### src/rtl/phasecalc_pkg.sv
// rtl/phasecalc_pkg.sv - shared constants, arctangent table and FSM encoding for phasecalc_mc
package phasecalc_pkg;

  // Table scale: entries are degrees * 2^TAB_FRAC
  localparam int TAB_FRAC = 10;

  // atan(2^-i) in degrees * 1024, rounded, i = 0..19
  localparam int ATAN_TAB [0:19] = '{
    46080, 27203, 14373, 7296, 3662, 1833, 917, 458, 229, 115,
    57, 29, 14, 7, 4, 2, 1, 0, 0, 0
  };

  localparam int DEG180 = 180 << TAB_FRAC;
  localparam int DEG360 = 360 << TAB_FRAC;

  // Fractional guard bits below the input LSB so late micro-rotations still act on small vectors
  localparam int GUARD = 6;

  // Micro-rotation index width (covers up to 20 iterations)
  localparam int IW = 5;

  typedef enum logic [1:0] {
    ST_IDLE = 2'd0,
    ST_PRE  = 2'd1,
    ST_ITER = 2'd2,
    ST_OUT  = 2'd3
  } state_t;

endpackage

### src/rtl/cordic_vec_step.sv
// rtl/cordic_vec_step.sv - one combinational vectoring-mode CORDIC micro-rotation
module cordic_vec_step
  import phasecalc_pkg::*;
#(
  parameter int XW    = 21,
  parameter int ZW    = 21,
  parameter int AFRAC = 10
) (
  input  logic signed [XW-1:0] x,
  input  logic signed [XW-1:0] y,
  input  logic signed [ZW-1:0] z,
  input  logic        [IW-1:0] i,
  output logic signed [XW-1:0] xo,
  output logic signed [XW-1:0] yo,
  output logic signed [ZW-1:0] zo
);

  logic signed [XW-1:0] xs;
  logic signed [XW-1:0] ys;
  logic signed [ZW-1:0] a;

  // Rotate toward the positive x axis; z accumulates the angle rotated away
  always_comb begin
    xs = x >>> i;
    ys = y >>> i;
    a  = ZW'(ATAN_TAB[i] >>> (TAB_FRAC - AFRAC));
    if (y < 0) begin
      xo = x - ys;
      yo = y + xs;
      zo = z - a;
    end else begin
      xo = x + ys;
      yo = y - xs;
      zo = z + a;
    end
  end

endmodule

### src/rtl/phasecalc_mc.sv
// rtl/phasecalc_mc.sv - multi-channel iterative CORDIC phase calculator with optional relative mode
module phasecalc_mc
  import phasecalc_pkg::*;
#(
  parameter  int NCH   = 4,
  parameter  int DW    = 13,
  parameter  int AW    = 19,
  parameter  int AFRAC = 10,
  parameter  int NITER = 16,
  localparam int CW    = $clog2(NCH)
) (
  input  logic                  clock,
  input  logic                  reset,
  input  logic                  data_rdy,
  input  logic [NCH*DW-1:0]     x_in,
  input  logic [NCH*DW-1:0]     y_in,
  input  logic                  rel_mode,
  output logic                  busy,
  output logic signed [AW-1:0]  angle,
  output logic [CW-1:0]         angle_ch,
  output logic                  angle_vld,
  output logic                  zero_vec,
  output logic                  done,
  output logic                  overrun
);

  // Two bits of integer headroom for CORDIC gain and negation of the most negative input
  localparam int XW = DW + 2 + GUARD;
  localparam int ZW = AW + 2;

  localparam logic signed [ZW-1:0] D180Z = ZW'(DEG180 >>> (TAB_FRAC - AFRAC));
  localparam logic signed [AW:0]   D180W = (AW+1)'(DEG180 >>> (TAB_FRAC - AFRAC));
  localparam logic signed [AW:0]   D360W = (AW+1)'(DEG360 >>> (TAB_FRAC - AFRAC));

  state_t state_q, state_d;
  logic   cap_en, load_en, iter_en, out_en;

  logic signed [DW-1:0] cx [NCH];
  logic signed [DW-1:0] cy [NCH];
  logic                 rel_q;
  logic [CW-1:0]        ch_q;
  logic [IW-1:0]        it_q;
  logic signed [XW-1:0] xr, yr, xn, yn, xl, yl;
  logic signed [ZW-1:0] zr, zn, zl;
  logic                 zf_q, zf_l;
  logic signed [AW-1:0] ang0_q;
  logic                 z0_q;

  logic                 accept, last_it, last_ch;
  logic signed [AW-1:0] abs_ang, res;
  logic signed [AW:0]   diff;
  logic                 zq;

  assign accept  = data_rdy && !busy;
  assign last_it = (it_q == IW'(NITER - 1));
  assign last_ch = (ch_q == CW'(NCH - 1));
  assign abs_ang = zr[AW-1:0];

  cordic_vec_step #(.XW(XW), .ZW(ZW), .AFRAC(AFRAC)) u_step (
    .x  (xr),
    .y  (yr),
    .z  (zr),
    .i  (it_q),
    .xo (xn),
    .yo (yn),
    .zo (zn)
  );

  // State register
  always_ff @(posedge clock) begin
    if (reset) state_q <= ST_IDLE;
    else       state_q <= state_d;
  end

  // Next-state: capture, pre-rotate, iterate, emit, then next channel or idle
  always_comb begin
    state_d = state_q;
    unique case (state_q)
      ST_IDLE: if (accept) state_d = ST_PRE;
      ST_PRE:  state_d = ST_ITER;
      ST_ITER: if (last_it) state_d = ST_OUT;
      ST_OUT:  state_d = last_ch ? ST_IDLE : ST_PRE;
      default: state_d = ST_IDLE;
    endcase
  end

  // Datapath enables decoded from the current state
  always_comb begin
    cap_en  = (state_q == ST_IDLE) && accept;
    load_en = (state_q == ST_PRE);
    iter_en = (state_q == ST_ITER);
    out_en  = (state_q == ST_OUT);
  end

  // Pre-rotation: fold left half-plane vectors into the right half-plane, seeding z with +/-180
  always_comb begin
    xl   = XW'(cx[ch_q]);
    yl   = XW'(cy[ch_q]);
    xl   = xl <<< GUARD;
    yl   = yl <<< GUARD;
    zl   = '0;
    zf_l = (cx[ch_q] == '0) && (cy[ch_q] == '0);
    if (xl < 0) begin
      xl = -xl;
      yl = -yl;
      zl = (cy[ch_q] >= 0) ? D180Z : -D180Z;
    end
  end

  // Result selection: absolute angle, or difference to channel 0 wrapped into (-180,180]
  always_comb begin
    diff = {abs_ang[AW-1], abs_ang} - {ang0_q[AW-1], ang0_q};
    if (diff > D180W)        diff = diff - D360W;
    else if (diff <= -D180W) diff = diff + D360W;
    zq  = zf_q || (rel_q && (ch_q != '0) && z0_q);
    if (zq)                          res = '0;
    else if (rel_q && (ch_q != '0))  res = diff[AW-1:0];
    else                             res = abs_ang;
  end

  // Capture, CORDIC registers, channel sequencing and output strobes
  always_ff @(posedge clock) begin
    if (reset) begin
      for (int c = 0; c < NCH; c++) begin
        cx[c] <= '0;
        cy[c] <= '0;
      end
      rel_q     <= 1'b0;
      ch_q      <= '0;
      it_q      <= '0;
      xr        <= '0;
      yr        <= '0;
      zr        <= '0;
      zf_q      <= 1'b0;
      ang0_q    <= '0;
      z0_q      <= 1'b0;
      busy      <= 1'b0;
      angle     <= '0;
      angle_ch  <= '0;
      angle_vld <= 1'b0;
      zero_vec  <= 1'b0;
      done      <= 1'b0;
      overrun   <= 1'b0;
    end else begin
      angle_vld <= 1'b0;
      done      <= 1'b0;
      busy      <= (state_d != ST_IDLE) || (state_q == ST_OUT);
      if (cap_en) begin
        for (int c = 0; c < NCH; c++) begin
          cx[c] <= x_in[c*DW +: DW];
          cy[c] <= y_in[c*DW +: DW];
        end
        rel_q   <= rel_mode;
        ch_q    <= '0;
        overrun <= 1'b0;
      end else if (data_rdy && busy) begin
        overrun <= 1'b1;
      end
      if (load_en) begin
        xr   <= xl;
        yr   <= yl;
        zr   <= zl;
        zf_q <= zf_l;
        it_q <= '0;
      end
      if (iter_en) begin
        xr   <= xn;
        yr   <= yn;
        zr   <= zn;
        it_q <= it_q + 1'b1;
      end
      if (out_en) begin
        angle     <= res;
        angle_ch  <= ch_q;
        angle_vld <= 1'b1;
        zero_vec  <= zq;
        if (ch_q == '0) begin
          ang0_q <= abs_ang;
          z0_q   <= zf_q;
        end
        if (last_ch) done <= 1'b1;
        else         ch_q <= ch_q + 1'b1;
      end
    end
  end

endmodule

### config.mk
export PLATFORM = sky130hd
export DESIGN_NAME = phasecalc_mc
export DESIGN_NICKNAME = d
export VERILOG_FILES = /design/src/rtl/phasecalc_pkg.sv /design/src/rtl/cordic_vec_step.sv /design/src/rtl/phasecalc_mc.sv
export SDC_FILE = /design/constraint.sdc
export NUM_CORES = 1
export LEC_CHECK = 0
export CAP_MARGIN = 10
export CORE_MARGIN = 2
export CORE_UTILIZATION = 39
export CTS_CLUSTER_SIZE = 8
export DETAILED_ROUTE_END_ITERATION = 6
export PLACE_DENSITY_LB_ADDON = 0.3
export SKIP_LAST_GASP = 1
export SYNTH_ARGS = -nofsm -noshare
export SYNTH_HDL_FRONTEND = slang
export SYNTH_SLANG_ARGS = --single-unit
### constraint.sdc
create_clock -name clock -period 14.4 [get_ports clock]
set_input_delay 2.88 -clock clock [delete_from_list [all_inputs] [get_ports clock]]
set_output_delay 2.88 -clock clock [all_outputs]
set_load 0.005 [all_outputs]
==> results of run 1 <==
-- through the flow --
| stage | area (sq um) | instances |
|---|---|---|
| after floorplan | 17700 | 2013 |
| after global placement | 19500 | 2653 |
| after detailed placement | 19500 | 2653 |
| after CTS | 20500 | 2707 |
| after global routing | 20500 | 2707 |
| final | 20500 | 2707 |
-- state kept, by name, summed over array words and instances (netlist names), 2 cells and up --
signal / flops
angle: 19
zr: 19
state_q: 2
xr: 21
cx: 52
yr: 21
ang0_q: 19
ch_q: 2
it_q: 5
angle_ch: 2
cy: 52
-- cell usage after synthesis (all sizes together) (13+ instances only) --
| master | count | share of area, % |
|---|---|---|
| a211oi | 34 | 1.5 |
| a21o | 22 | 0.93 |
| a21oi | 150 | 4.2 |
| a22oi | 19 | 0.80 |
| a31oi | 32 | 1.1 |
| and2 | 115 | 4.1 |
| and3 | 20 | 0.71 |
| buf | 31 | 0.88 |
| clkbuf | 85 | 1.8 |
| dfxtp | 118 | 13 |
| edfxtp | 104 | 18 |
| ha | 103 | 7.3 |
| inv | 73 | 1.5 |
| mux2 | 13 | 0.85 |
| mux2i | 52 | 2.9 |
| mux4 | 66 | 8.4 |
| nand2 | 184 | 3.9 |
| nand2b | 29 | 1.0 |
| nand3 | 33 | 0.93 |
| nor2 | 196 | 4.2 |
| nor2b | 16 | 0.56 |
| nor3 | 60 | 1.7 |
| o211ai | 29 | 1.2 |
| o21a | 21 | 0.89 |
| o21ai | 92 | 2.6 |
| o22ai | 13 | 0.46 |
| o31ai | 16 | 0.71 |
| or2 | 16 | 0.56 |
| or3 | 27 | 1.0 |
| xnor2 | 74 | 3.7 |
| xor2 | 36 | 1.8 |
-- cells in the final DEF, fill, tap and decap left out, drive strengths merged, types with 8 or more instances in the layout --
master	count
nor4	9
nor3b	8
xor2	36
edfxtp	104
inv	75
a211oi	34
mux4	66
nor2b	16
mux2i	52
nor3	60
clkbuf	49
xnor2	74
o21ai	92
nor2	196
a21oi	150
nand2	184
or3	27
o21a	21
o31ai	16
and2	115
dfxtp	118
buf	24
clkdlybuf4s50	132
ha	103
o211ai	29
a31oi	32
a22oi	19
and3	20
nand2b	29
mux2	13
nand3	33
o22ai	13
a21o	22
or2	16
-- final timing paths --
kind / cells past startpoint / startpoint / end / slack [ps]
max reg2reg: 23 / it_q[0] / yr[19] / 7500
min reg2reg: 2 / ang0_q[6] / ang0_q[6] / 450
min: 2 / ang0_q[6] / ang0_q[6] / 450
max: 23 / it_q[0] / yr[19] / 7500
-- final cells by class --
cell class	instances	area, sq um	share of cell area, %
Multi-Input combinational cell	1599	11500	56.0
Sequential cell	222	5490	26.7
Timing Repair Buffer	156	1500	7.31
Clock buffer	49	917	4.47
Tap cell	600	751	3.66
Inverter	76	285	1.39
Clock inverter	5	92.6	0.451
-- power by group through the flow --
stage / Sequential [W] / Combinational [W] / Clock (W)
floorplan: 0.000899 / 0.00258 / 0
global placement: 0.000952 / 0.00317 / 0
detailed placement: 0.000959 / 0.00322 / 0
CTS: 0.000947 / 0.00324 / 0.000783
global route: 0.000961 / 0.00363 / 0.000808
finish: 0.000950 / 0.00328 / 0.000763
-- tightest hold or removal path: stages, from the launching register on --
cell                      delay [ps]
sky130_fd_sc_hd__dfxtp_1         300
sky130_fd_sc_hd__nand2_1          50
sky130_fd_sc_hd__a21oi_1          50
-- cell families (layout without fill, tap and decap cells) --
group | Yosys count | in the layout
xor+xnor | 110 | 110
buf+inv | 192 | 286
flops | 222 | 222
simple gates | 728 | 728
compound gates | 523 | 523
mux | 131 | 131
fa+ha+maj | 107 | 107
-- layer usage --
metal  track usage [%]  up-vias  share of wire, %
met3              3.41       97               5.6
met1              28.2     7439                45
met2              33.7      482                46
li1                  -     7562                 -
met4              8.26        2               3.8
met5                 0        -             0.026
==> flow_summary.json, run 1 <==
{
  "cp-end-kind": "flip-flop",
  "post_cts.repair.setup_buffers": 0,
  "aggregate_negative_setup_slack_ps": 0,
  "synth_xor_area_share_pct": 5.44,
  "clock.fmax_mhz": 145,
  "finClkSkew_ps": 24.0,
  "final.period_utilization_pct": 47.9,
  "area_of_the_core_region_sq_um": 45100,
  "power.clock.fraction_pct": 15.3,
  "cp_common_cell": "sky130_fd_sc_hd__a31oi_1",
  "avgRoutedWirePerCell_um": 18.6,
  "cts_root_buf": "sky130_fd_sc_hd__clkbuf_16",
  "period_needed_ps": 6900,
  "status": "complete, no violations",
  "max-slew-margin-rel_pct": 26.9,
  "place_congestion": 0.912,
  "main_combinational_cell_family_by_area_after_synthesis": "simple AND/OR/NAND/NOR gates",
  "share_of_the_synthesized_area_in_compound_gates_ao_oa_aoi_oai_pct": 19.3,
  "max_stage_delay_ps": 920,
  "boundaryPins": 134,
  "drive_above_1_share_pct": 8.50,
  "post_synth_and_or_nand_nor_area_fraction_pct": 20.1,
  "ant_nets": 0,
  "synth_cell_types": 84,
  "hpwlAfterDp_mm": 37.1,
  "clk_pin_slew_worst_paths_ps": 60,
  "cp-start-kind": "flip-flop",
  "num_vias": 15582,
  "preCtsSetupSlack_ps": 7620,
  "intPower_w": 0.00265,
  "synth-seq-area-share_pct": 31.0,
  "ys_async_sr_fraction_pct": 0,
  "synthMuxAreaShare_pct": 12.2,
  "drc": 0,
  "syn_inst": 2013,
  "post_synth_fa_ha_maj_area_fraction_pct": 7.72,
  "mappedNetlistArea_sq_um": 17700,
  "synth-edff-count": 104,
  "grt_antenna_before_repair": 1,
  "max_slew.worst_pin.slew_ps": 1070,
  "cts_hold_buffers": 0,
  "count_of_final_max_slew_check_failures": 0,
  "tritoncts": "yes",
  "cellLeakagePower_nw": 7.76,
  "power-per-cell-area_nw_per_um2": 243,
  "post-route-worst-setup-slack_ps": 7500,
  "clk_latency_ps": 550,
  "ys_warnings": 0,
  "synth_nets": 2228,
  "detailedRoute.firstPassIterationCount": 6,
  "cts_max_path_buffers": 3,
  "dieHeight_um": 217,
  "postSynthRegisterBits": 222,
  "nets": 2304,
  "wp_data_arrival_ps": 7360,
  "synth_flop_cell": "sky130_fd_sc_hd__dfxtp_1",
  "via_per_inst": 5.76,
  "cts-buffers-inserted": 34,
  "grt_setup_unrepaired": "false",
  "hold_class": "flip-flop to flip-flop",
  "globalRouteOverflowTotal": 0,
  "ir_drop_uv": 166,
  "cts.repair.resized": 0,
  "globalRouteTotalUtil_pct": 21.0,
  "initial_core_util_pct": 39.3,
  "crit_buf_inv": 2,
  "flow.area_growth_from_synthesis_pct": 15.9,
  "final_core_util_pct": 45.5,
  "worst-setup-path-type": "flip-flop to flip-flop",
  "worst-path-max-fanout": 38,
  "number_of_hold_slack_violations_in_the_final_timing_report": 0,
  "power.share.switching_pct": 47.0,
  "critical-path-top-delay-family": "compound AO/OA/AOI/OAI gates",
  "critPathRequiredTime_ps": 14860,
  "floorplan.die.width_um": 217,
  "hold_ws_ps": 453,
  "antenna_cells": 0,
  "maxCapViolCount": 0,
  "total_net_switching_power_w": 0.00235,
  "cts_num_sinks": 222,
  "critical_path.cell_chain": "buf_4 > mux4_2 > mux4_2 > nor2_1 > a31oi_1 > inv_1 > ha_1 > a21boi_0 > and2_1 > and3_1 > mux2i_1 > a31oi_1 > ha_1 > o21ai_1 > a211oi_1 > a2111oi_0 > o21ai_0 > a21o_1 > a21o_1 > a31oi_1 > nor2b_1 > o41a_1 > a221oi_1",
  "report.power.total_w": 0.00500,
  "drt_iter0_drc": 1176,
  "timing.final.setup_violations": 0,
  "comb_power_share_pct": 65.7,
  "critical_path.slowest_cell": "sky130_fd_sc_hd__a2111oi_0",
  "cts.htree.levels": 2,
  "largest_net_degree_at_the_start_of_global_routing": 105,
  "grt_pass1_wl_mm": 80.0,
  "power.share.sequential_pct": 19.0,
  "n_fill_cell": 4331,
  "postSynthAreaPerCell_sq_um": 8.80,
  "fp.dieArea_sq_um": 47200,
  "std_cell_rows": 78,
  "buffer_ports.inserted": 133,
  "detail_route.wirelength_mm": 50.4,
  "via_count_of_the_first_global_routing_pass": 14717
}
No activity file was read; power rests on OpenSTA's default activity.
==> inputs of run 2 (changes only) <==
Clock period 14.4 ns to 6.5 ns, I/O delays scaled along.
==> run 2 against run 1 <==
Sequential power is 120% higher. Sequential share of layout area is 0.19 points lower. Setup slack worse by 6900 ps. Global-route usage is 0.56 points higher. Non-clock buffer count is 18 higher. Cell area is 0.73% higher. Routed wire length is 1.4% higher. Critical path type unchanged. Highest routed layer is now met4.
==> flow_summary.json, run 2 (same netlist as run 1, synthesis figures left out) <==
{
  "cp-start-kind": "flip-flop",
  "initial_core_util_pct": 39.3,
  "worst-path-max-fanout": 14,
  "period_needed_ps": 5880,
  "rr_endpoint": "yr[19]",
  "min_delay_worst_endpoint": "ang0_q[18]",
  "drc": 0,
  "cts.htree.levels": 2,
  "count_of_final_max_slew_check_failures": 0,
  "cp-end-kind": "flip-flop",
  "hold_path_startpoint": "ang0_q[18]",
  "cts-buffers-inserted": 34,
  "cellLeakagePower_nw": 7.85,
  "worstReg2RegStart": "it_q[0]",
  "num_vias": 15659,
  "fp.dieArea_sq_um": 47200,
  "nets": 2322,
  "clock.fmax_mhz": 170,
  "preCtsSetupSlack_ps": 613,
  "clk_latency_ps": 550,
  "globalRouteOverflowTotal": 0,
  "power-per-cell-area_nw_per_um2": 539,
  "grt_pass1_wl_mm": 81.9,
  "std_cell_rows": 78,
  "worst-setup-path-type": "flip-flop to flip-flop",
  "boundaryPins": 134,
  "cts_root_buf": "sky130_fd_sc_hd__clkbuf_16",
  "hold_class": "flip-flop to flip-flop",
  "area_of_the_core_region_sq_um": 45100,
  "avgRoutedWirePerCell_um": 18.7,
  "most-common-layout-cells": "sky130_fd_sc_hd__nor2_1, sky130_fd_sc_hd__nand2_1, sky130_fd_sc_hd__a21oi_1",
  "flow.area_growth_from_synthesis_pct": 16.7,
  "top_regs": "cx x52, cy x52",
  "dieHeight_um": 217,
  "floorplan.die.width_um": 217,
  "antenna_cells": 0,
  "detailedRoute.firstPassIterationCount": 5,
  "hpwlAfterDp_mm": 37.5,
  "r2r_slack_ps": 620,
  "place_congestion": 0.943,
  "cts_max_path_buffers": 3,
  "detail_route.wirelength_mm": 51.1,
  "drt_iter0_drc": 1335,
  "post-route-worst-setup-slack_ps": 624,
  "finClkSkew_ps": 25.1,
  "aggregate_negative_setup_slack_ps": 0,
  "cts_hold_buffers": 0,
  "globalRouteTotalUtil_pct": 21.5,
  "max_slew.worst_pin.slew_ps": 998,
  "timing.final.setup_violations": 0,
  "largest_net_degree_at_the_start_of_global_routing": 105,
  "wp_data_arrival_ps": 6330,
  "critPathRequiredTime_ps": 6950,
  "number_of_hold_slack_violations_in_the_final_timing_report": 0,
  "maxCapViolCount": 0,
  "clk_pin_slew_worst_paths_ps": 50,
  "via_per_inst": 5.74,
  "final.period_utilization_pct": 90.4,
  "grt_setup_unrepaired": "false",
  "grt_antenna_before_repair": 0,
  "status": "complete, no violations",
  "cts_num_sinks": 222,
  "ir_drop_uv": 252,
  "hold-path-cell-count": 2,
  "worstRegToRegCells": 24,
  "buffer_ports.inserted": 133,
  "max-slew-margin-rel_pct": 33.0,
  "via_count_of_the_first_global_routing_pass": 15090,
  "drive_above_1_share_pct": 9.55,
  "layout_commonest_cell": "sky130_fd_sc_hd__nor2_1",
  "tritoncts": "yes",
  "ant_nets": 0
}
==> run 2: changes by cell type in the layout (fill, tap and decap cells not counted), sizes merged <==
cell,delta
clkinvlp,+1
clkbuf,+3
bufinv,-1
buf,+18
clkinv,-2
==> run 2: timing repair <==
item / CTS / global route
setup buffers: 0 / 0
resized for setup: 0 / 3
endpoints found under the setup margin: 0 / 1
==> run 2: worst max-delay path: stages (launching register included) <==
cell	delay [ps]
sky130_fd_sc_hd__dfxtp_2	550
sky130_fd_sc_hd__buf_4	340
sky130_fd_sc_hd__mux4_2	580
sky130_fd_sc_hd__nand2_1	90
sky130_fd_sc_hd__a21oi_1	70
sky130_fd_sc_hd__a31o_2	260
sky130_fd_sc_hd__inv_1	60
sky130_fd_sc_hd__ha_1	150
sky130_fd_sc_hd__a21boi_0	290
sky130_fd_sc_hd__and2_1	200
sky130_fd_sc_hd__and3_1	170
sky130_fd_sc_hd__mux2i_1	170
sky130_fd_sc_hd__a31oi_1	60
sky130_fd_sc_hd__ha_1	330
sky130_fd_sc_hd__o21ai_1	150
sky130_fd_sc_hd__a21oi_1	100
sky130_fd_sc_hd__a2111oi_0	450
sky130_fd_sc_hd__buf_4	210
sky130_fd_sc_hd__o21ai_0	120
sky130_fd_sc_hd__a21o_1	210
sky130_fd_sc_hd__a21o_1	200
sky130_fd_sc_hd__a31oi_1	320
sky130_fd_sc_hd__nor2b_1	120
sky130_fd_sc_hd__o41a_1	340
sky130_fd_sc_hd__a221oi_1	260
==> run 2: metrics by stage <==
stage          cell area, sq um  cells  total power [W]  hold WS, ps  util, %
2_1_floorplan             17700   2013          0.00771          436        -
3_3_place_gp              19700   2671          0.00924          445     43.6
3_5_place_dp              19700   2671          0.00934          447     43.6
4_1_cts                   20700   2726           0.0111          454     45.8
5_1_grt                   20700   2726           0.0121          471     45.9
6_report                  20700   2726           0.0111          454     45.9
==> run 2: worst max-delay path by stage <==
stage                     slack, ps     end  depth (start not counted)     from
after CTS                       500  yr[19]                         24  it_q[0]
after floorplan                 600  yr[19]                         25  it_q[1]
final                           620  yr[19]                         24  it_q[0]
after global routing             70  yr[19]                         24  it_q[0]
after detailed placement        610  yr[19]                         24  it_q[0]
after global placement          570  yr[19]                         24  it_q[0]
==> run 2: metal layers <==
| metal | global-route usage [%] | wire (um) | vias up |
|---|---|---|---|
| met1 | 30.0 | 23300 | 7433 |
| met5 | 0 | 0 | - |
| met4 | 9.38 | 1960 | 0 |
| met2 | 33.5 | 22800 | 520 |
| li1 | - | - | 7602 |
| met3 | 2.81 | 2970 | 104 |
==> run 2: layout make-up <==
class	instances	area [sq um]
inverter	76	289
sequential	222	5490
multi-input combinational	1599	11500
clock inverter	3	33.8
timing repair buffer	174	1650
clock buffer	52	960
tap	600	751
fill	4340	24400
==> run 2: where the power goes <==
part           internal (W)  switching (W)
sequential          0.00181       0.000282
clock               0.00101       0.000647
combinational       0.00307        0.00432
total               0.00590        0.00525
